**src/rtl/multimode_counter.sv**
```systemverilog
// Runtime-selectable binary / modulo-MOD / ring / Johnson counter with load, reseed and cascadable tc.
// Optional build macro MULTIMODE_COUNTER_SATURATE_EN adds a sat input that holds binary/modulo at terminal.
module multimode_counter #(
    parameter int     WIDTH = 32'sd4,
    parameter longint MOD   = 64'sd10
) (
    input  logic             clk,
    input  logic             reset,
    input  logic             en,
    input  logic [1:0]       mode,
    input  logic             dir,
    input  logic             load,
    input  logic [WIDTH-1:0] load_val,
`ifdef MULTIMODE_COUNTER_SATURATE_EN
    input  logic             sat,
`endif
    output logic [WIDTH-1:0] count,
    output logic             tc,
    output logic             load_err
);

    localparam logic [1:0] MODE_BIN  = 2'd0;
    localparam logic [1:0] MODE_MOD  = 2'd1;
    localparam logic [1:0] MODE_RING = 2'd2;
    localparam logic [1:0] MODE_JOHN = 2'd3;

    localparam logic [WIDTH-1:0] ZERO       = {WIDTH{1'b0}};
    localparam logic [WIDTH-1:0] ONES       = {WIDTH{1'b1}};
    localparam logic [WIDTH-1:0] ONE        = {{(WIDTH-1){1'b0}}, 1'b1};
    localparam logic [WIDTH-1:0] RING_SEED  = {1'b1, {(WIDTH-1){1'b0}}};
    localparam logic [WIDTH-1:0] RING_TC_DN = RING_SEED >> 1;
    localparam logic [WIDTH-1:0] MOD_TOP    = WIDTH'(MOD - 64'sd1);
    localparam logic [63:0]      MOD_U      = 64'(MOD);

    // Reject out-of-range parameters when the design is elaborated.
    if (WIDTH < 32'sd2 || WIDTH > 32'sd32) begin : g_bad_width
        $error("multimode_counter: WIDTH must be in 2..32");
    end
    if (MOD < 64'sd2 || MOD > (64'sd1 << WIDTH)) begin : g_bad_mod
        $error("multimode_counter: MOD must be in 2..2**WIDTH");
    end

    function automatic logic [WIDTH-1:0] seed_of(input logic [1:0] m);
        case (m)
            MODE_RING: seed_of = RING_SEED;
            default:   seed_of = ZERO;
        endcase
    endfunction

    function automatic logic [WIDTH-1:0] step_of(input logic [1:0] m, input logic d,
                                                 input logic [WIDTH-1:0] q);
        case (m)
            MODE_BIN: begin
                if (d) step_of = q - ONE;
                else   step_of = q + ONE;
            end
            MODE_MOD: begin
                if (d) step_of = (q == ZERO) ? MOD_TOP : q - ONE;
                else   step_of = (q == MOD_TOP) ? ZERO : q + ONE;
            end
            MODE_RING: begin
                if (d) step_of = {q[WIDTH-2:0], q[WIDTH-1]};
                else   step_of = {q[0], q[WIDTH-1:1]};
            end
            default: begin
                if (d) step_of = {q[WIDTH-2:0], ~q[WIDTH-1]};
                else   step_of = {~q[0], q[WIDTH-1:1]};
            end
        endcase
    endfunction

    // Terminal value: the count whose next enabled step wraps or returns to the seed.
    function automatic logic is_term(input logic [1:0] m, input logic d,
                                     input logic [WIDTH-1:0] q);
        case (m)
            MODE_BIN:  is_term = d ? (q == ZERO)       : (q == ONES);
            MODE_MOD:  is_term = d ? (q == ZERO)       : (q == MOD_TOP);
            MODE_RING: is_term = d ? (q == RING_TC_DN) : (q == ONE);
            default:   is_term = d ? (q == RING_SEED)  : (q == ONE);
        endcase
    endfunction

    function automatic logic is_onehot(input logic [WIDTH-1:0] v);
        is_onehot = (v != ZERO) && ((v & (v - ONE)) == ZERO);
    endfunction

    logic [WIDTH-1:0] count_r;
    logic [1:0]       mode_r;
    logic             load_err_r;
    logic [WIDTH-1:0] count_nxt_s;
    logic             load_err_nxt_s;
    logic             mode_chg_s;
    logic             at_term_s;
    logic             sat_hold_s;

    assign mode_chg_s = (mode != mode_r);
    assign at_term_s  = is_term(mode, dir, count_r);

    // Saturation only applies to the arithmetic modes.
`ifdef MULTIMODE_COUNTER_SATURATE_EN
    assign sat_hold_s = sat && at_term_s && ((mode == MODE_BIN) || (mode == MODE_MOD));
`else
    assign sat_hold_s = 1'b0;
`endif

    // Next-state selection: reseed beats load beats enable beats hold.
    always_comb begin
        count_nxt_s    = count_r;
        load_err_nxt_s = 1'b0;
        if (mode_chg_s) begin
            count_nxt_s = seed_of(mode);
        end else if (load) begin
            case (mode)
                MODE_MOD: begin
                    if ({{(64-WIDTH){1'b0}}, load_val} >= MOD_U) begin
                        count_nxt_s    = ZERO;
                        load_err_nxt_s = 1'b1;
                    end else begin
                        count_nxt_s = load_val;
                    end
                end
                MODE_RING: begin
                    if (!is_onehot(load_val)) begin
                        count_nxt_s    = RING_SEED;
                        load_err_nxt_s = 1'b1;
                    end else begin
                        count_nxt_s = load_val;
                    end
                end
                default: count_nxt_s = load_val;
            endcase
        end else if (en) begin
            if (sat_hold_s) count_nxt_s = count_r;
            else            count_nxt_s = step_of(mode, dir, count_r);
        end else begin
            count_nxt_s = count_r;
        end
    end

    // State registers with asynchronous active-high reset.
    always_ff @(posedge clk or posedge reset) begin
        if (reset) begin
            count_r    <= ZERO;
            mode_r     <= MODE_BIN;
            load_err_r <= 1'b0;
        end else begin
            count_r    <= count_nxt_s;
            mode_r     <= mode;
            load_err_r <= load_err_nxt_s;
        end
    end

    assign count    = count_r;
    assign load_err = load_err_r;
    assign tc       = en && !mode_chg_s && at_term_s;

endmodule
```
**config.mk**
```make
export PLATFORM = sky130hd
export DESIGN_NAME = multimode_counter
export DESIGN_NICKNAME = d
export VERILOG_FILES = /design/src/rtl/multimode_counter.sv
export SDC_FILE = /design/constraint.sdc
export NUM_CORES = 1
export LEC_CHECK = 0
export BUFFER_PORTS_ARGS = -buffer_cell sky130_fd_sc_hd__buf_2
export CORE_UTILIZATION = 35
export DETAILED_ROUTE_END_ITERATION = 12
export GPL_TIMING_DRIVEN = 1
export PLACE_DENSITY = 0.65
export SLEW_MARGIN = 10
export SYNTH_ARGS = -nofsm -noshare
export SYNTH_HDL_FRONTEND = slang
export SYNTH_SLANG_ARGS = --single-unit
```
**constraint.sdc**
```tcl
create_clock -name clk -period 2 [get_ports clk]
set_input_delay 0 -clock clk [delete_from_list [all_inputs] [get_ports clk]]
set_output_delay 0 -clock clk [all_outputs]
set_load 0.01 [all_outputs]
```
[Yosys cells after proc, flatten, opt, wreduce, memory -nomap -nowiden]
Cells that the tools add are included.
Storage, ports and cells
  bits in registers: 7
  bits in latches: 0
  memory bits (writable): 0
  ROM bits: 0
  bits of input ports: 11
  output and inout bits: 6
  word-level logic and storage cells: 51
  memories kept: 0
Operators by class
  add/sub/neg operators: 3
  $mul: 0
  div/mod/pow operators: 0
  $lt $le $gt $ge: 1
  equality and inequality tests: 8
  shift operators: 0
  muxes and demuxes: 24
  bitwise logic cells: 3
  reduce and logical (&&, ||, !) cells: 9
Operator list (count)
  $mux 4: 12
  $eq 4x4->1 const B: 3
  $pmux 4 s3: 1
  $logic_not 4->1: 2
  $mux 1: 8
  $pmux 4 s2: 1
  $sub 4x1->4 const B: 2
  $add 4x1->4 const B: 1
  $and 4x4->4: 1
  $eq 4x1->1 const B: 1
  $eq 4x3->1 const B: 1
  $ge 4x4->1 const B: 1
  $reduce_bool 4->1: 1
  $logic_and 1x1->1: 3
  $pmux 1 s3: 1
  $reduce_bool 3->1: 1
  $eq 2x1->1 const B: 1
  $eq 2x2->1 const B: 1
  $logic_not 2->1: 1
  $ne 2x2->1: 1
  $not 1->1: 2
  $pmux 1 s2: 1
  $logic_not 1->1: 1

[Logic depth before layout (Yosys ltp)]
  word-level depth: 8
  mapped depth: 8

[Worst setup path after synthesis]
Ideal clock, no wire load.
  path kind: register to register
  from: register count_r[0] (netlist: count[0])
  to: register count_r[1] (netlist: count[1])
  arrival: 1.651 ns
  data required time: 1.878 ns
  slack: 0.227 ns
  cell stages (with the launch flop): 8
  path buffers: 0
  cells stage by stage: dfrtp_1 > inv_1 > ha_1 > nand2_1 > o21ai_0 > a21oi_1 > a2111oi_0 > a2111oi_1
Between the ends
  cells in the longest elaborated chain, start to end: 7
  elaborated cells between the ends (all ways): 14
  those cells by class: 2 x add/sub; 1 x eq/ne; 10 x mux; 1 x reduce/logical
Ends and longest elaborated chain
  from (decl): RTL line 87  | logic [WIDTH-1:0] count_r;
  from (signal assigned): RTL line 147  | count_r <= count_nxt_s;
  $add 4x1->4, or another cell as far along: RTL line 55, 59
  $mux 4, on equally long branches: RTL line 59, 58
  $mux 4: RTL line 58  | if (d) step_of = (q == ZERO) ? MOD_TOP : q - ONE;
  $pmux 4 s3 *: RTL line 52  | case (m)
  $mux 4 *: RTL line 132  | end else if (en) begin
  $mux 4 *: RTL line 112  | end else if (load) begin
  $mux 4 *: RTL line 110  | if (mode_chg_s) begin
Every way passes the cells marked *; elsewhere a longest branch is shown, timed or not. The select of a mux whose other input is x is not followed.
A chain may end at the register's enable or synchronous reset.

[Worst setup path in the final report]
  from: register count_r[0] (netlist: count[0])
  to: output port tc
Between the ends
  cells in the longest elaborated chain, start to end: 4
  elaborated cells between the ends (all ways): 12
  those cells by class: 5 x eq/ne; 5 x mux; 2 x reduce/logical
Ends and longest elaborated chain
  $eq 4x1->1, or another cell as far along: RTL line 78, 79
  $mux 1, on equally long branches
  $pmux 1 s3 *: RTL line 75  | case (m)
  $logic_and 1x1->1 *: RTL line 155  | assign tc = en && !mode_chg_s && at_term_s;
  to (decl): RTL line 18  | output logic tc,
Every way passes the cells marked *; elsewhere a longest branch is shown, timed or not.

==> reports/metrics.yaml <==
fillCellCount: 267
die_y_um: 53.9
syn_area_per_cell_sq_um: 7.37
yosysTopAreaCell: "dfrtp_1"
postCtsSetupRepairBufs: 0
hold_viol: 0
min-delay-start: "load_val[2]"
dpl_cell_area_sq_um: 1050
die-area_sq_um: 2910
fmax_ghz: 0.529
cp_max_fo: 6
rr_endpoint: "count[1]$_DFFE_PP0P_"
cts_tree: "built"
grt_pass1_vias: 985
viasPerCell: 5.73
h-tree-depth: 1
whs_path_depth: 3
synthFlopType: "dfrtp_1"
drive_above_1_share: 0.218
synthCells: 128
final_cell_mix: "16 x buf_2, 13 x a21oi_1, 12 x nor2_1"
synthAdderAreaFrac: 0.106
grt-ovfl-total: 0
outcome: "finished, final reports clean"
totalWireLength_um: 2480
num_rows: 18
fin_crit_sh: 0.946
slew_viol_final: 0
period_minus_slack_ns: 1.89
synth_top_family_by_area: "simple AND/OR/NAND/NOR gates"
setup_viol: 0
crit_type: "flop to output port"
timing_worst_slew_pin_value_ns: 0.423
worst_slack_ns: 0.108
io_pins: 17
clockBufferDepth: 2
grt_max_degree: 17
ys_seq_area_frac: 0.186
antenna_found_initial: 0
clk_latency_ns: 0.24
holdWs_ns: 0.120
layout.nets: 167
hold-path-endpoint: "load_err$_DFF_PP0_"
grt_use_met1: 0.249
ant_nets: 0
leakage_nw: 0.484
port_buffers: 16
core_area_sq_um: 2520
wl_per_cell_um: 14.0
ys_ff_latch: 7
synth_xor_area_frac: 0.0557
ys_top_cells_by_area: "dfrtp_1 19%, ha_1 11%, a21oi_1 6.9%, o21ai_0 4.8%, nor2_1 4.8%"
gr-usage-met2: 0.331
root_buffer: "clkbuf_4"
critical_path_arrival_ns: 1.89
crit_slowest_cell: "dfrtp_1"
hp-class: "primary input to flop"
synth_edf_count: 0
power_density_nw_per_um2: 443
maxCapViolations: 0
synth_top_area_frac: 0.186
synthMuxAreaShare: 0.0212
area_growth_syn_to_layout_pct: 21.1
grt_pass1_wl_um: 4150
vdd_drop_max_mv: 0.463
r2r_cells: 7
synth-simple-area-share: 0.284
cts.sinks: 7
crit_path_start_kind: "flop"
dp_slack_ns: 0.188
reg2reg_from: "count[0]$_DFFE_PP0P_"
antenna_cells: 0
rrSetupSlack_ns: 0.24
gp_congestion: 0.868
dp_hpwl_um: 1810
syn-cell-area_sq_um: 943
fin_worst_skew_ns: 0.00549
dr.pass1.iters: 4
die_w_um: 53.9
endpoint_kind: "output port"
clk_pin_slew_ns: 0.06
finalInstanceArea_sq_um: 1140
drt-initial-drc-count: 34
cts_made_buffers: 3
fin_setup_tns_ns: 0
via_count: 1014
synth.distinct_cells: 42
worstPathCellList: "buf_4 -> ha_1 -> nor2b_1 -> nand2_1 -> a21boi_1 -> a2111oi_2 -> nor4b_2 -> buf_2"
slew_headroom: 0.718
synth_nets: 147
total_power_w: 0.000506
setup.worst_path.start: "count[0]$_DFFE_PP0P_"
mostFrequentLayoutCell: "buf_2"
async_flop_share: 1.00
max_stage_delay_ns: 0.39
use_met3: 0.0254
synth_compound_area_frac: 0.281
grt.total_usage: 0.193
start_util: 0.374
busiest_layer: "met2"
drcViolationCount: 0
yosysWarnings: 0
cp.required_ns: 2.00
routing by layer:
layer / up-vias / wire (um)
li1: 509 / -
met2: 35 / 1240
met1: 470 / 1100
met3: 0 / 141
met5: - / 0
met4: 0 / 0
Yosys cell counts (all sizes together) (3+ instances only):
cell type / n
inv: 10
a21oi: 13
nand4: 3
o21ai: 9
xnor2: 4
nor4: 3
nor2: 12
clkbuf: 4
dfrtp: 7
a2111oi: 3
nor2b: 4
nand3: 4
ha: 8
nand2: 11
cell families (layout without fill, tap and decap cells):
logic type                 count (synthesis)  in the layout
xor gates and xnor gates                   6              6
buffers and inverters                     16             35
DFF                                        7              7
adders and majority gates                  8              8
muxes                                      2              2
and+or+nand+nor                           49             49
AOI/OAI and AO/OA                         40             40
critical path: cells and delay by family (launching register included):
family,cells,cell delay (ns)
buffers and inverters,2,0.32
flip-flops,1,0.39
adder cells (fa/ha/maj),1,0.18
AO/OA/AOI/OAI,2,0.45
AND/OR/NAND/NOR,3,0.31
worst max path at each step:
stage | end | slack (ns)
after global routing | tc | -0.004
after global placement | tc | 0.25
final | tc | 0.11
after floorplan | count[1]$_DFFE_PP0P_ | 0.23
after CTS | tc | 0.02
after detailed placement | count[1]$_DFFE_PP0P_ | 0.19
timing repair:
item,CTS,global route
hold buffers,3,0
resized for setup,0,13
endpoints found under the setup margin,0,2
endpoints found under the hold margin,9,0
state kept, by name, indices dropped and copies added, names as in the netlist:
register and flops:
count 4, mode_r 2, load_err 1
power breakdown:
group | switching, W | internal (W) | total [W]
sequential | 0.0000162 | 0.000150 | 0.000167
clock | 0.0000497 | 0.0000760 | 0.000126
combinational | 0.000126 | 0.0000879 | 0.000214
total | 0.000192 | 0.000314 | 0.000506
metrics by stage:
stage | util | cells
2_1_floorplan | - | 128
3_3_place_gp | 0.417 | 170
3_5_place_dp | 0.417 | 170
4_1_cts | 0.439 | 177
5_1_grt | 0.453 | 177
6_report | 0.453 | 177
area by class of cell:
class / instances / area, sq um / area share
Clock buffer: 4 / 26.3 / 0.0230
Timing Repair Buffer: 21 / 125 / 0.110
Tap cell: 30 / 37.5 / 0.0329
Multi-Input combinational cell: 105 / 739 / 0.647
Inverter: 10 / 37.5 / 0.0329
Sequential cell: 7 / 176 / 0.154
Note: power is estimated with default switching activity, not from simulation.
